### src/rtl/frame_slot_scheduler.sv
// Triple-buffer frame slot manager: writer always owns one slot, reader gets the newest complete frame; all outputs registered, 1-cycle latency.
// Optional dropped-frame counter enabled by FRAME_DROP_CNT_EN; otherwise dropped_frames is tied to 0.
module frame_slot_scheduler #(
  parameter int ADDR_WIDTH = 32,
  parameter int CNT_WIDTH  = 16
) (
  input  logic                  clk,
  input  logic                  rst_n,
  input  logic [31:0]           pixels_per_frame,
  input  logic                  wr_frame_done,
  output logic                  wr_slot_valid,
  output logic [ADDR_WIDTH-1:0] wr_slot_base,
  input  logic                  rd_req,
  output logic                  rd_grant,
  output logic [ADDR_WIDTH-1:0] rd_slot_base,
  input  logic                  rd_frame_done,
  output logic [5:0]            slot_state,
  output logic [CNT_WIDTH-1:0]  dropped_frames
);

  typedef enum logic [1:0] {
    S_FREE    = 2'd0,
    S_WRITING = 2'd1,
    S_READY   = 2'd2,
    S_READING = 2'd3
  } slot_e;

  localparam int PW = (ADDR_WIDTH > 32) ? ADDR_WIDTH : 32;

  slot_e                 st_q [3];
  slot_e                 st_d [3];
  logic                  wr_vld_q;
  logic [ADDR_WIDTH-1:0] wr_base_q, wr_base_d;
  logic                  rd_grant_q, rd_grant_d;
  logic [ADDR_WIDTH-1:0] rd_base_q, rd_base_d;

  logic [1:0] wr_idx, rdy_idx, rding_idx, free_idx, nxt_wr_idx;
  logic       has_rdy, has_rding, grant, drop;

  // Base = stride * idx, with idx limited to 0..2 so a shift replaces the multiply.
  function automatic logic [ADDR_WIDTH-1:0] base_of(input logic [1:0] idx, input logic [31:0] ppf);
    logic [PW:0] ext;
    ext = (PW+1)'(ppf);
    if (idx == 2'd0)      ext = '0;
    else if (idx == 2'd2) ext = ext << 1;
    return ext[ADDR_WIDTH-1:0];
  endfunction

  always_comb begin
    st_d       = st_q;
    wr_idx     = '0;
    rdy_idx    = '0;
    rding_idx  = '0;
    free_idx   = '0;
    has_rdy    = 1'b0;
    has_rding  = 1'b0;
    drop       = 1'b0;
    for (int i = 0; i < 3; i++) begin
      if (st_q[i] == S_WRITING) wr_idx = 2'(i);
      if (st_q[i] == S_READY) begin
        rdy_idx = 2'(i);
        has_rdy = 1'b1;
      end
      if (st_q[i] == S_READING) begin
        rding_idx = 2'(i);
        has_rding = 1'b1;
      end
    end
    grant = rd_req && has_rdy && !has_rding;

    if (rd_frame_done && has_rding) st_d[rding_idx] = S_FREE;
    if (grant) st_d[rdy_idx] = S_READING;

    if (wr_frame_done) begin
      // A READY slot taken by a same-cycle grant is not a drop.
      if (has_rdy && !grant) begin
        st_d[rdy_idx] = S_FREE;
        drop          = 1'b1;
      end
      st_d[wr_idx] = S_READY;
      for (int i = 2; i >= 0; i--) begin
        if (st_d[i] == S_FREE) free_idx = 2'(i);
      end
      st_d[free_idx] = S_WRITING;
    end

    nxt_wr_idx = wr_frame_done ? free_idx : wr_idx;
    wr_base_d  = base_of(nxt_wr_idx, pixels_per_frame);
    rd_grant_d = grant;
    rd_base_d  = grant ? base_of(rdy_idx, pixels_per_frame) : rd_base_q;
  end

  always_ff @(posedge clk or negedge rst_n) begin
    if (!rst_n) begin
      st_q[0]    <= S_WRITING;
      st_q[1]    <= S_FREE;
      st_q[2]    <= S_FREE;
      wr_vld_q   <= 1'b0;
      wr_base_q  <= '0;
      rd_grant_q <= 1'b0;
      rd_base_q  <= '0;
    end else begin
      st_q       <= st_d;
      wr_vld_q   <= 1'b1;
      wr_base_q  <= wr_base_d;
      rd_grant_q <= rd_grant_d;
      rd_base_q  <= rd_base_d;
    end
  end

`ifdef FRAME_DROP_CNT_EN
  logic [CNT_WIDTH-1:0] drop_cnt_q, drop_cnt_d;

  always_comb begin
    drop_cnt_d = drop_cnt_q;
    if (drop && (drop_cnt_q != {CNT_WIDTH{1'b1}})) drop_cnt_d = drop_cnt_q + 1'b1;
  end

  always_ff @(posedge clk or negedge rst_n) begin
    if (!rst_n) drop_cnt_q <= '0;
    else        drop_cnt_q <= drop_cnt_d;
  end

  assign dropped_frames = drop_cnt_q;
`else
  logic unused_drop;
  assign unused_drop    = drop;
  assign dropped_frames = '0;
`endif

  assign wr_slot_valid = wr_vld_q;
  assign wr_slot_base  = wr_base_q;
  assign rd_grant      = rd_grant_q;
  assign rd_slot_base  = rd_base_q;
  assign slot_state    = {st_q[2], st_q[1], st_q[0]};

endmodule

### config.mk
export PLATFORM = sky130hd
export DESIGN_NAME = frame_slot_scheduler
export DESIGN_NICKNAME = d
export VERILOG_FILES = /design/src/rtl/frame_slot_scheduler.sv
export SDC_FILE = /design/constraint.sdc
export NUM_CORES = 1
export LEC_CHECK = 0
export CORE_UTILIZATION = 42
export CTS_CLUSTER_SIZE = 14
export DETAILED_ROUTE_END_ITERATION = 8
export MAX_ROUTING_LAYER = met4
export PLACE_DENSITY = 0.78
export SYNTH_ARGS = -nofsm -noshare
export SYNTH_HDL_FRONTEND = slang
export SYNTH_SLANG_ARGS = --single-unit
export TNS_END_PERCENT = 100
### constraint.sdc
create_clock -name clk -period 1.7 [get_ports clk]
set_input_delay 0.34 -clock clk [delete_from_list [all_inputs] [get_ports clk]]
set_output_delay 0.34 -clock clk [all_outputs]
set_load 0.01 [all_outputs]
# Yosys cells after proc, flatten, opt, wreduce, memory -nomap -nowiden
# Index checks and enable logic that the tools add are counted.
# W data, S select, Z words.
dict set report word_totals {
  ff_bits 72
  latchBits 0
  ram_bits 0
  rom_bits 0
  in_bits 37
  output_inout_bits 88
  wordCells 89
  memories 0
}
dict set report classes {
  addsub 0
  multipliers 0
  n_div 0
  order_cmp 8
  n_eq_ne 10
  n_shift 0
  n_mux 34
  n_bitwise 15
  reduce_logical 15
}
# operator count
set op_table {}
lappend op_table {{$mux W32} 4}
lappend op_table {{$mux W6} 5}
lappend op_table {{$mux W2} 12}
lappend op_table {{$demux W2 S2} 4}
lappend op_table {{$eq A2 B2 Y1 const B} 8}
lappend op_table {{$and A6 B6 Y6} 2}
lappend op_table {{$ge A3 B3 Y1 const B} 4}
lappend op_table {{$lt A3 B1 Y1 const B} 4}
lappend op_table {{$not A2 Y3} 4}
lappend op_table {{$not A6 Y6} 2}
lappend op_table {{$logic_not A2 Y1} 5}
lappend op_table {{$mux W1} 9}
lappend op_table {{$logic_and A1 B1 Y1} 8}
lappend op_table {{$and A3 B3 Y3} 2}
lappend op_table {{$not A3 Y3} 2}
lappend op_table {{$or A3 B3 Y3} 2}
lappend op_table {{$or A6 B6 Y6} 1}
lappend op_table {{$eq A2 B1 Y1 const B} 2}
lappend op_table {{$logic_not A1 Y1} 2}

# Depth between registers and ports, before layout
dict set report depth {
  depth_word 30
  mapped_depth 8
  mapped_depth_nobuf 5
}

# Worst setup path before layout
# No wires, ideal clock.
dict set report synth_timing {
  path_kind {reg2reg}
  startpoint {register st_q (netlist bit slot_state[3])}
  endpoint {register wr_base_q[10] (netlist: wr_slot_base[10])}
  setup_ns 0.130
  arrival_time_ns 1.749
  required_time_ns 1.570
  setup_slack_ns -0.179
  stages_incl_launch_ff 8
  path_buffers 2
  synth_period_minus_slack_ns 1.879
  cell_sequence {dfrtp_1 > buf_6 > a22oi_2 > and4_1 > a211oi_4 > a32oi_4 > buf_6 > o32ai_2}
}
dict set report synth_via {
  elab_chain_len 26
  word_cells_on_any_way 61
  classes_between {order compare (6); eq/ne (4); mux (27); bitwise (11); reduce/logical (13)}
}
# item line_no
set synth_rtl {}
lappend synth_rtl {{start: declaration} 30} ;# slot_e st_q [3];
lappend synth_rtl {{start signal: assignment} 103} ;# st_q <= st_d;
lappend synth_rtl {{$eq A2 B2 Y1} 64} ;# if (st_q[i] == S_READING) begin
lappend synth_rtl {{$mux W1} 64}
lappend synth_rtl {{$mux W2} 64}
lappend synth_rtl {{$not A2 Y3 (not written as such)} 71} ;# if (rd_frame_done && has_rding) st_d[rding_idx] = S_FREE;
lappend synth_rtl {{$ge A3 B3 Y1 (not written as such) or $lt A3 B1 Y1 (tied branches)} 71}
lappend synth_rtl {{$logic_and A1 B1 Y1 (not written as such)} 71}
lappend synth_rtl {{$mux W2 (not written as such)} 71}
lappend synth_rtl {{$demux W2 S2} 71}
lappend synth_rtl {{(+9 left out)} --}
lappend synth_rtl {{$logic_not A2 Y1} 82} ;# if (st_d[i] == S_FREE) free_idx = 2'(i);
lappend synth_rtl {{$mux W2 (3 in a row)} 82}
lappend synth_rtl {{$mux W2} 74} ;# if (wr_frame_done) begin
lappend synth_rtl {{$mux W2 (*)} 87} ;# nxt_wr_idx = wr_frame_done ? free_idx : wr_idx;
lappend synth_rtl {{$eq A2 B2 Y1} 45} ;# else if (idx == 2'd2) ext = ext << 1;
lappend synth_rtl {{$mux W32} 45}
lappend synth_rtl {{$mux W32 (*)} 44} ;# if (idx == 2'd0) ext = '0;
lappend synth_rtl {{named net wr_base_d[10]} 33} ;# logic [ADDR_WIDTH-1:0] wr_base_q, wr_base_d;
lappend synth_rtl {{end signal: assignment} 105} ;# wr_base_q <= wr_base_d;
lappend synth_rtl {{end: declaration} 33}
# Mark *: on every way through the listed nets, which the timed path passes. The rest lies on a longest branch. The select of a mux whose other input is x is not followed.
# A chain may end at the register's enable or synchronous reset.

# Worst setup path after layout
dict set report layout_timing {
  startpoint {register st_q (netlist bit slot_state[2])}
  endpoint {register wr_base_q[12] (netlist: wr_slot_base[12])}
}
# The elaborated chain is that of the path after synthesis.

==> results.toml <==
[setup_path]
cp_data_required_time_ns = 1.93
reg2regPathDepth = 9
cp.depth = 9
crit_start = "slot_state[2]"
timing.rr.start = "slot_state[2]"
critPathTopFamily = "compound AO/OA/AOI/OAI gates"
worst-setup-path-type = "reg2reg"
critical_path.max_fanout = 8
slowest_delay_ns = 0.45
critPathLaunchType = "flip-flop"
worst_path_max_delay_cell = "dfrtp_2"
crit_arrival_ns = 2.23
crit_path_end_kind = "flip-flop"
worstPathCellList = "a22oi_2 > buf_4 > nand2_4 > a211oi_4 > buf_6 > a32oi_4 > buf_12 > buf_16 > o32ai_2"
path_buf_inv = 4

[synth]
syn-cell-area_um2 = 3750
ys_types = 43
synth.largest_area_cell = "dfrtp_1"
synth_common_cells = "dfrtp_1, nand2_1, inv_1"
synth_seq_cells = 72
synth_cells = 353
yosysSeqAreaShare = 0.480
synthFlopType = "dfrtp_1"
ys_top_cells_by_area = "dfrtp_1, o32ai_2, a22oi_1, o21ai_1, buf_4"
synth_warnings = 0
yosysMostFrequentCell = "dfrtp_1"
synth_edf_count = 0
async_reset_ff_frac = 1.00
synth_top_area_share = 0.473
synth.avg_cell_area_um2 = 10.6

[power]
irDropWorstVdd_mv = 0.782
powerDensity_nw_per_um2 = 2070
p_leak_nw = 2.79
p_total_mw = 13.0

[floorplan]
die_area_um2 = 9320
io_pins = 125
row_count = 34
initial_core_util = 0.432
die_x_um = 96.5
core_um2 = 8680
die_h_um = 96.5

[routing]
viasPerCell = 5.48
drc = 0
vias = 3511
first_iter_violations = 176
wire_per_inst_um = 19.3
ant_nets = 0
firstDrtPassIters = 4
wirelength_um = 12400

[timing]
timing.final.crit_share = 1.18
setup_viol = 66
fin_crit_ns = 2.00
hold_ws_ns = -0.00606
slew_violations = 0
fin_setup_tns_ns = -11.93
max_freq_ghz = 0.499
fin_ws_ns = -0.304
hold_viol_final = 2
fin_worst_skew_ns = 0.00585
rsz0062_at_grt = "yes"

[cells_and_area]
antennaDiodeCount = 0
fillCellCount = 615
regArea_um2 = 1800
multi_input_area_um2 = 1930
fin_nets = 565
drive_above_1_share = 0.394
fin_area_um2 = 6290
final_cells = 641
utilization = 0.725
area_growth_pct = 67.6

[clock_network]
clkSinkCount = 72
cts.root.buffer_cell = "clkbuf_8"
clk_pin_slew_worst_paths_ns = 0.08
cts_inserted_buffers = 9
clk_latency_ns = 0.34
htreeDepth = 3
cts_tree = "built"
clk_path_buf_depth = 2

[placement]
placed_area_um2 = 5230
portBuffers = 108
pre_cts_ws_ns = -0.555
place_inst = 594
hpwl_um = 7200
gp_congestion = 0.895

[run_status]
status = "complete, but fails checks"
violations = "hold timing, setup timing"

[global_route]
antenna_found_initial = 0
grt_usage = 0.263
grt_pass1_wl_um = 17700
grt_max_degree = 73
gr-total-overflow = 0
grt_pass1_vias = 3469

[run]
maxCapViolCount = 0

[hold_path]
hold_class = "in2async"
==> worst paths after layout <==
check                      slack, ns                to
max                            -0.30  wr_slot_base[12]
min                           -0.006   rd_slot_base[6]
max reg2reg                    -0.30  wr_slot_base[12]
min reg2reg                     0.49  rd_slot_base[10]
max in group asynchronous       1.38     slot_state[0]
min in group clk                0.49  rd_slot_base[10]
==> logic make-up (layout without fill, tap and decap cells) <==
group                  count (synthesis)  count (layout)  synth area share
other                                  2              17           0.00200
XOR/XNOR                               1               1           0.00233
flip-flops                            72              72             0.480
buffers and inverters                 79             243             0.114
AND/OR/NAND/NOR                       72              72            0.0890
multiplexers                           1               1           0.00267
AO/OA/AOI/OAI                        126             127             0.309
==> report_power, final <==
part | switching (mW) | leakage [nW] | internal [mW] | total [mW]
combinational | 3.89 | 1.76 | 4.65 | 8.54
clock | 0.656 | 0.110 | 0.822 | 1.48
sequential | 0.510 | 0.917 | 2.50 | 3.01
total | 5.06 | 2.79 | 7.98 | 13.0
==> layer usage <==
layer,vias up,track usage,wire (µm)
met5,-,-,0
met2,134,0.433,6390
met1,1755,0.322,5060
li1,1597,-,-
met4,0,0.0919,261
met3,25,0.0516,641
==> sequential cells by signal, indices dropped and copies added (netlist names) <==
name,count
rd_slot_base,32
wr_slot_base,32
slot_state,6
rd_grant,1
wr_slot_valid,1
==> layout by cell type, fill, tap and decap left out, types with 3 or more instances in the layout <==
| cell | instances |
|---|---|
| a21oi_1 | 3 |
| a22oi_1 | 32 |
| buf_12 | 12 |
| buf_4 | 46 |
| buf_6 | 15 |
| buf_8 | 6 |
| clkbuf_16 | 4 |
| clkbuf_8 | 9 |
| clkdlybuf4s50_1 | 97 |
| clkinv_2 | 3 |
| conb_1 | 17 |
| dfrtp_1 | 70 |
| dlygate4sd2_1 | 4 |
| dlymetal6s2s_1 | 4 |
| inv_1 | 34 |
| nand2_1 | 11 |
| nand2_2 | 14 |
| nand2_4 | 12 |
| nand2b_1 | 3 |
| nand3_1 | 5 |
| nor2_1 | 10 |
| nor2_4 | 3 |
| o21ai_0 | 6 |
| o21ai_1 | 8 |
| o21ai_2 | 22 |
| o32ai_2 | 30 |
==> worst reg2reg max path, delay by kind of cell, from the launching register on <==
kind,cells,cell delay (ns)
AOI/OAI and AO/OA,4,0.73
buffers and inverters,4,0.66
DFF,1,0.45
and+or+nand+nor,1,0.07
==> repair_timing <==
action / 4_1_cts / 5_1_grt
gates resized for setup: 47 / 101
pin swaps: 5 / 46
gates cloned: 8 / 4
hold buffers: 0 / 0
endpoints found under the setup margin: 73 / 73
buffers inserted: 12 / 17
==> cell type report <==
cell class                      instances  area share
Timing Repair Buffer                  192       0.330
Multi-Input combinational cell        218       0.307
Sequential cell                        72       0.287
Tap cell                              108      0.0215
Inverter                               35      0.0209
Clock buffer                           10      0.0203
Clock inverter                          6      0.0133
Power figures use the tool's default switching activity.
